===== config.mk =====
export PLATFORM = sky130hd
export DESIGN_NAME = countdown_timer
export DESIGN_NICKNAME = d
export VERILOG_FILES = /design/src/rtl/timer_pkg.sv /design/src/rtl/countdown_timer.sv
export SDC_FILE = /design/constraint.sdc
export NUM_CORES = 1
export LEC_CHECK = 0
export CORE_MARGIN = 3
export CORE_UTILIZATION = 29
export CTS_CLUSTER_DIAMETER = 200
export DETAILED_ROUTE_END_ITERATION = 10
export PLACE_DENSITY = 0.48
export SYNTH_ARGS = -nofsm -noshare
export SYNTH_HDL_FRONTEND = slang
export SYNTH_SLANG_ARGS = --single-unit

===== constraint.sdc =====
create_clock -name clk -period 2.1 [get_ports clk]
set_input_delay 0.42 -clock clk [delete_from_list [all_inputs] [get_ports clk]]
set_output_delay 0.42 -clock clk [all_outputs]
set_load 0.1 [all_outputs]

===== src/rtl/timer_pkg.sv =====
// rtl/timer_pkg.sv - state encoding and mode constants for countdown_timer
package timer_pkg;

   typedef enum logic [1:0] {
      IDLE = 2'd0,
      RUN  = 2'd1,
      DONE = 2'd2
   } state_t;

   localparam logic MODE_ONESHOT = 1'b0;
   localparam logic MODE_AUTO    = 1'b1;

endpackage


===== src/rtl/countdown_timer.sv =====
// rtl/countdown_timer.sv - loadable down-counter with one-shot / auto-reload and tc pulse
module countdown_timer
   import timer_pkg::*;
#(
   parameter int WIDTH = 8
) (
   input  logic             clk,
   input  logic             rst,
   input  logic             load,
   input  logic [WIDTH-1:0] load_val,
   input  logic             start,
   input  logic             abort,
   input  logic             en,
   input  logic             mode,
   output logic [WIDTH-1:0] count,
   output logic             busy,
   output logic             tc,
   output logic             zero
);

   state_t           state, state_n;
   logic [WIDTH-1:0] count_n;
   logic [WIDTH-1:0] reload, reload_n;
   logic             mode_q, mode_n;
   logic             tc_n;

   always_ff @(posedge clk) begin
      if (rst) begin
         state  <= IDLE;
         count  <= '0;
         reload <= '0;
         mode_q <= MODE_ONESHOT;
         tc     <= 1'b0;
         busy   <= 1'b0;
      end else begin
         state  <= state_n;
         count  <= count_n;
         reload <= reload_n;
         mode_q <= mode_n;
         tc     <= tc_n;
         busy   <= (state_n == RUN);
      end
   end

   always_comb begin
      state_n  = state;
      count_n  = count;
      reload_n = reload;
      mode_n   = mode_q;
      tc_n     = 1'b0;
      if (load) begin
         reload_n = load_val;
         count_n  = load_val;
         state_n  = IDLE;
      end else if (abort && state != IDLE) begin
         state_n = IDLE;
      end else if (start) begin
         mode_n = mode;
         // A zero reload terminates immediately so auto mode never spins on a zero period.
         if (reload == '0) begin
            count_n = '0;
            tc_n    = 1'b1;
            state_n = DONE;
         end else begin
            count_n = reload;
            state_n = RUN;
         end
      end else if (state == RUN && en) begin
         if (count > WIDTH'(1)) begin
            count_n = count - WIDTH'(1);
         end else if (count == WIDTH'(1)) begin
            tc_n = 1'b1;
            if (mode_q == MODE_AUTO) begin
               count_n = reload;
            end else begin
               count_n = '0;
               state_n = DONE;
            end
         end else begin
            state_n = DONE;
         end
      end
   end

   assign zero = (count == '0);

endmodule


==> results.txt, run 1 <==
status -> completed
largest net degree at the start of global routing -> 13
Sw Pwr -> 0.450 mW
Yosys reg bits -> 21
Syn Nets -> 156
wire length per cell -> 14.3 um
post-CTS resize count -> 0
met3 WL -> 175 um
CTS Buffer Depth -> 2
Via Count -> 1135
Final Hold Fails -> 0
placed wire-length estimate -> 2550 um
Slew headroom -> 78.8%
final hold slack -> 0.503 ns
Avg Inst Size Synth -> 8.42 sq um
Routed WL -> 3150 um
Peak Freq -> 0.519 GHz
clk sinks -> 21
Peak VDD IR -> 232 uV
Post-Syn Area -> 1160 sq um
Rows -> 22
clock skew -> 0.000668 ns
first-pass GRT wire length -> 5240 um
worst hold path class -> flop to flop
PD cells -> 742 nW/um^2
Die Span Y -> 69.3 um
register area share after synthesis -> 36.2%
total CTS buffers -> 3
CTS tree -> yes
combinational share of power -> 36.2%
critical path class -> flop to flop
Root Driver -> clkbuf_8
H-tree lvl count -> 1
GP Congestion -> 0.835
most frequent cells in the layout -> nor2_1 (20), buf_4 (19), dfxtp_1 (17)
DRT iter0 DRCs -> 67
metal1 wirelength -> 1530 um
share of post-route cells with drive strength above 1 -> 20.9%
max-cap violations -> 0
sequential share of power -> 40.4%
Netlist cell types -> 37
design area -> 1560 sq um
Remaining DRCs -> 0
die width -> 69.3 um
Switching Fraction -> 38.9%
Worst-path clk slew -> 0.08 ns
Via density -> 5.16
met2 wire length -> 1370 um
fin. max-slew vios -> 0
drt first pass iters -> 4
actual slew at the worst max-slew pin -> 0.314 ns
RSZ-0062 raised after global routing -> no
min cycle time layout -> 1.93 ns
Setup crit end kind -> flop
Clock Latency Late Sink -> 0.26 ns
leak pwr -> 0.627 nW
Core ar. -> 3770 sq um
share of the synthesized area in the top cell type -> 36.2%
Pint -> 0.707 mW
worst path required time -> 2.28 ns
Util after Layout -> 41.4%
Yosys warnings -> 0
Worst R2R Setup Slack -> 0.17 ns
Post-CTS Hold Buffers -> 0
# IOs -> 26
initial antenna violation count -> 0
startpoint types -> flop
leading area contributor after synthesis -> dfxtp_1
critical path arrival -> 2.11 ns
clock share of power -> 23.4%
GRT Util Overall -> 13.4%
NumNets Final -> 191
most common cell after layout, fill and taps aside -> nor2_1
number of global-route vias before repair -> 1079
maximum fanout along the worst path -> 5
GRT overflow -> 0
crit share post-route -> 91.7%
highest routed layer -> met4
Port-buffer cells -> 25
Setup Buffers After CTS -> 0
Syn Inst Count -> 138
Layout Area Growth over Synthesis -> 34.2%
Ant. Diodes -> 0
die footprint -> 4800 sq um
DP Area -> 1500 sq um
Finish-stage setup viols -> 0
synth top area cells -> dfxtp_1 (36%), mux2i_1 (6.9%), nor2_1 (6.5%)
initial core utilization -> 30.8%
remaining antenna violation count after routing -> 0
[synth_stat cells, drive strengths merged]
cell type,count
a211o,1
a211oi,7
a21oi,8
a22oi,5
a2bb2oi,1
a311oi,3
a31oi,2
and2,1
and3,1
and3b,1
buf,3
clkbuf,1
dfxtp,21
ha,3
inv,5
mux2i,8
nand2,7
nand2b,2
nand3,2
nand3b,1
nand4,2
nand4b,1
nor2,20
nor2b,4
nor3,4
nor4,1
o21ai,13
o31ai,3
or2,2
or3,1
or3b,1
or4,2
xor2,1
[worst max-delay path, cell delays in order (launching register included)]
cell and delay, ns:
dfxtp_4 0.38, inv_1 0.08, ha_1 0.23, or2_1 0.28, or4_1 0.47, nand2_1 0.10, a22oi_1 0.07, a311oi_1 0.25
[power by group through the flow]
stage	registers, mW	logic, mW	clock network (mW)
CTS	0.468	0.417	0.284
global route	0.474	0.447	0.301
floorplan	0.589	0.173	0
detailed placement	0.477	0.415	0
finish	0.467	0.419	0.271
global placement	0.476	0.418	0
[cells by family after synthesis]
kind of cell	synth area share, %
AND/OR/NAND/NOR	24.2
AO/OA/AOI/OAI	23.9
flip-flops	36.2
buffers and inverters	4.84
multiplexers	6.89
adder cells (fa/ha/maj)	3.23
XOR/XNOR	0.754
[path summary, 6_finish.rpt]
check | from | to | depth (start not counted)
max reg2reg | count[1] | count[7] | 7
min | reload[2] | count[2] | 2
min reg2reg | reload[2] | count[2] | 2
max | count[1] | count[7] | 7
[routing by layer]
layer / global-route usage (%) / vias up
li1: - / 579
met1: 18.3 / 515
met2: 20.3 / 34
met3: 2.90 / 7
met4: 5.64 / 0
met5: 0 / -
[flip-flops by register name, summed over array words and instances (netlist names)]
signal	flops
busy	1
count	8
mode_q	1
reload	8
state	2
tc	1
[per-stage QoR]
step	power, mW	instances	setup WS, ns	setup TNS, ns
4_1_cts	1.17	220	0.129	0
2_1_floorplan	0.763	138	-0.0156	-0.0179
3_5_place_dp	0.893	216	0.0385	0
5_1_grt	1.22	220	0.0355	0
6_report	1.16	220	0.175	0
3_3_place_gp	0.894	216	0.0476	0
[final cells by class]
class / instances / area, sq um
repair buffers: 34 / 303
multi-input cells: 108 / 702
well taps: 48 / 60.1
inverters: 5 / 18.8
fillers: 377 / 2210
flip-flops and latches: 21 / 430
clock buffers: 3 / 41.3
clock inverters: 1 / 5.00
Power figures use the tool's default switching activity.
==> run 2, diff against run 1 <==
Clock period 2.1 ns to 2.15 ns, I/O delays scaled along.
==> results.txt, run 2 (same netlist as run 1, synthesis figures left out) <==
Setup crit end kind -> output port (was flop)
CP max-delay cell -> nor3_2 (was or4_1)
remaining antenna violation count after routing -> 0 (unchanged)
DRT iter0 DRCs -> 100 (was 67)
H-tree lvl count -> 1 (unchanged)
Final Hold Fails -> 0 (unchanged)
share of post-route cells with drive strength above 1 -> 20.0% (was 20.9%)
first-pass GRT wire length -> 5660 um (was 5240 um)
leak pwr -> 0.639 nW (was 0.627 nW)
Worst-path clk slew -> 0.07 ns (was 0.08 ns)
RSZ-0062 raised after global routing -> no (unchanged)
Util after Layout -> 41.6% (was 41.4%)
Fill cells -> 388 (was 377)
Port-buffer cells -> 25 (unchanged)
Largest regs -> count (8), reload (8), state (2) (unchanged)
Crit Reg-Reg Startpoint -> count[0] (was count[1])
Die Span Y -> 69.3 um (unchanged)
die footprint -> 4800 sq um (unchanged)
CTS tree -> yes (unchanged)
Remaining DRCs -> 0 (unchanged)
clock skew -> 0.00621 ns (was 0.000668 ns)
GRT Util Overall -> 14.3% (was 13.4%)
max-cap violations -> 0 (unchanged)
# IOs -> 26 (unchanged)
CTS Buffer Depth -> 2 (unchanged)
GRT overflow -> 0 (unchanged)
actual slew at the worst max-slew pin -> 0.439 ns (was 0.314 ns)
wire length per cell -> 14.6 um (was 14.3 um)
Peak VDD IR -> 218 uV (was 232 uV)
total CTS buffers -> 3 (unchanged)
highest routed layer -> met4 (unchanged)
Pwr Total -> 1.14 mW (was 1.16 mW)
worst hold path cell count -> 2 (unchanged)
crit share post-route -> 95.2%
Via Count -> 1183 (was 1135)
number of global-route vias before repair -> 1150 (was 1079)
metal1 wirelength -> 1620 um (was 1530 um)
met2 wire length -> 1420 um (was 1370 um)
startpoint types -> flop (unchanged)
die width -> 69.3 um (unchanged)
critical path arrival -> 1.62 ns (was 2.11 ns)
clk sinks -> 21 (unchanged)
PD cells -> 725 nW/um^2 (was 742 nW/um^2)
drt first pass iters -> 4 (unchanged)
initial core utilization -> 30.8% (unchanged)
worst slack, placed -> 0.0919 ns (was 0.0385 ns)
CP Cell Sequence -> nor3_2, buf_4, and3_4, buf_12 (was inv_1, ha_1, or2_1, or4_1, nand2_1, a22oi_1, a311oi_1)
Setup Buffers After CTS -> 0 (unchanged)
Clock Latency Late Sink -> 0.26 ns (about the same)
max incr delay on CP -> 0.41 ns (was 0.47 ns)
met3 WL -> 171 um (was 175 um)
worst path required time -> 1.72 ns (was 2.28 ns)
NumNets Final -> 194 (was 191)
critical path class -> flop to output port (was flop to flop)
Via density -> 5.30 (was 5.16)
PnR worst setup slack -> 0.102 ns (was 0.175 ns)
initial antenna violation count -> 0 (unchanged)
largest net degree at the start of global routing -> 12 (was 13)
Finish-stage setup viols -> 0 (unchanged)
placed wire-length estimate -> 2610 um (was 2550 um)
CP delay by family, top -> simple AND/OR/NAND/NOR gates (unchanged)
Root Driver -> clkbuf_8 (unchanged)
maximum fanout along the worst path -> 6 (was 5)
Reg2Reg Depth -> 7 (unchanged)
most common cell after layout, fill and taps aside -> buf_4 (was nor2_1)
min cycle time layout -> 2.05 ns
fin. max-slew vios -> 0 (unchanged)
Seq. cell area -> 428 sq um (was 430 sq um)
Rows -> 22 (unchanged)
area taken by multi-input logic gates -> 692 sq um (was 702 sq um)
GP Congestion -> 0.827 (was 0.835)
most frequent cells in the layout -> buf_4 (22), nor2_1 (20), dfxtp_1 (19) (was nor2_1 (20), buf_4 (19), dfxtp_1 (17))
Peak Freq -> 0.488 GHz
WP buf/inv -> 2 (was 1)
final hold slack -> 0.521 ns (was 0.503 ns)
worst hold path class -> flop to flop (unchanged)
beginning of the worst hold path -> reload[7] (was reload[2])
Hold EP -> count[7] (was count[2])
r2r endpoint -> count[4] (was count[7])
Worst R2R Setup Slack -> 0.18 ns (was 0.17 ns)
Slew headroom -> 70.6% (was 78.8%)
Ant. Diodes -> 0 (unchanged)
Layout Area Growth over Synthesis -> 35.0% (was 34.2%)
status -> completed (unchanged)
Core ar. -> 3770 sq um (unchanged)
Routed WL -> 3260 um (was 3150 um)
-- run 2: changes by cell type in the layout (fill, tap and decap cells not counted), sizes merged --
cell	before	now
buf	20	23
clkbuf	3	4
clkinv	1	0
-- run 2: layout make-up --
cell class / instances / area share [%]
multi-input cells: 108 / 44.1
flip-flops and latches: 21 / 27.3
repair buffers: 37 / 20.7
well taps: 48 / 3.83
clock buffers: 4 / 2.87
inverters: 5 / 1.20
-- run 2: repair_timing --
action | in CTS | in global routing
hold buffers | 0 | 0
resized for setup | 0 | 1
endpoints found under the setup margin | 0 | 1
endpoints found under the hold margin | 0 | 0
-- run 2: worst min-delay path, delay by kind of cell (launching register included) --
| kind | cells | cell delay, ns |
|---|---|---|
| AOI/OAI and AO/OA | 1 | 0.08 |
| DFF | 1 | 0.33 |
| and+or+nand+nor | 1 | 0.06 |
-- run 2: metal layers --
layer / track usage (%) / up-vias
li1: - / 587
met1: 20.9 / 555
met2: 20.7 / 36
met3: 2.61 / 5
met4: 5.64 / 0
met5: 0 / -
-- run 2: worst max path at each step --
stage,startpoint,endpoint,slack [ns],cells past startpoint
floorplan,count[2],count[7],-0.02,5
global placement,en,count[2],0.08,6
detailed placement,en,count[2],0.09,6
CTS,count[5],zero,0.12,4
global route,count[0],count[7],0.0005,7
finish,count[5],zero,0.10,4
-- run 2: per-stage QoR --
step                      setup TNS, ns  instances  cell area, sq um
after floorplan                 -0.0168        138              1170
after global placement                0        219              1520
after detailed placement              0        219              1520
after CTS                             0        223              1570
after global routing                  0        223              1570
final                                 0        223              1570
-- run 2: where the power goes --
part	internal (mW)	total, mW	switching, mW	leakage [nW]
Clock	0.132	0.265	0.133	0.0228
Sequential	0.418	0.452	0.0342	0.175
Combinational	0.147	0.421	0.274	0.441
Total	0.697	1.14	0.441	0.639
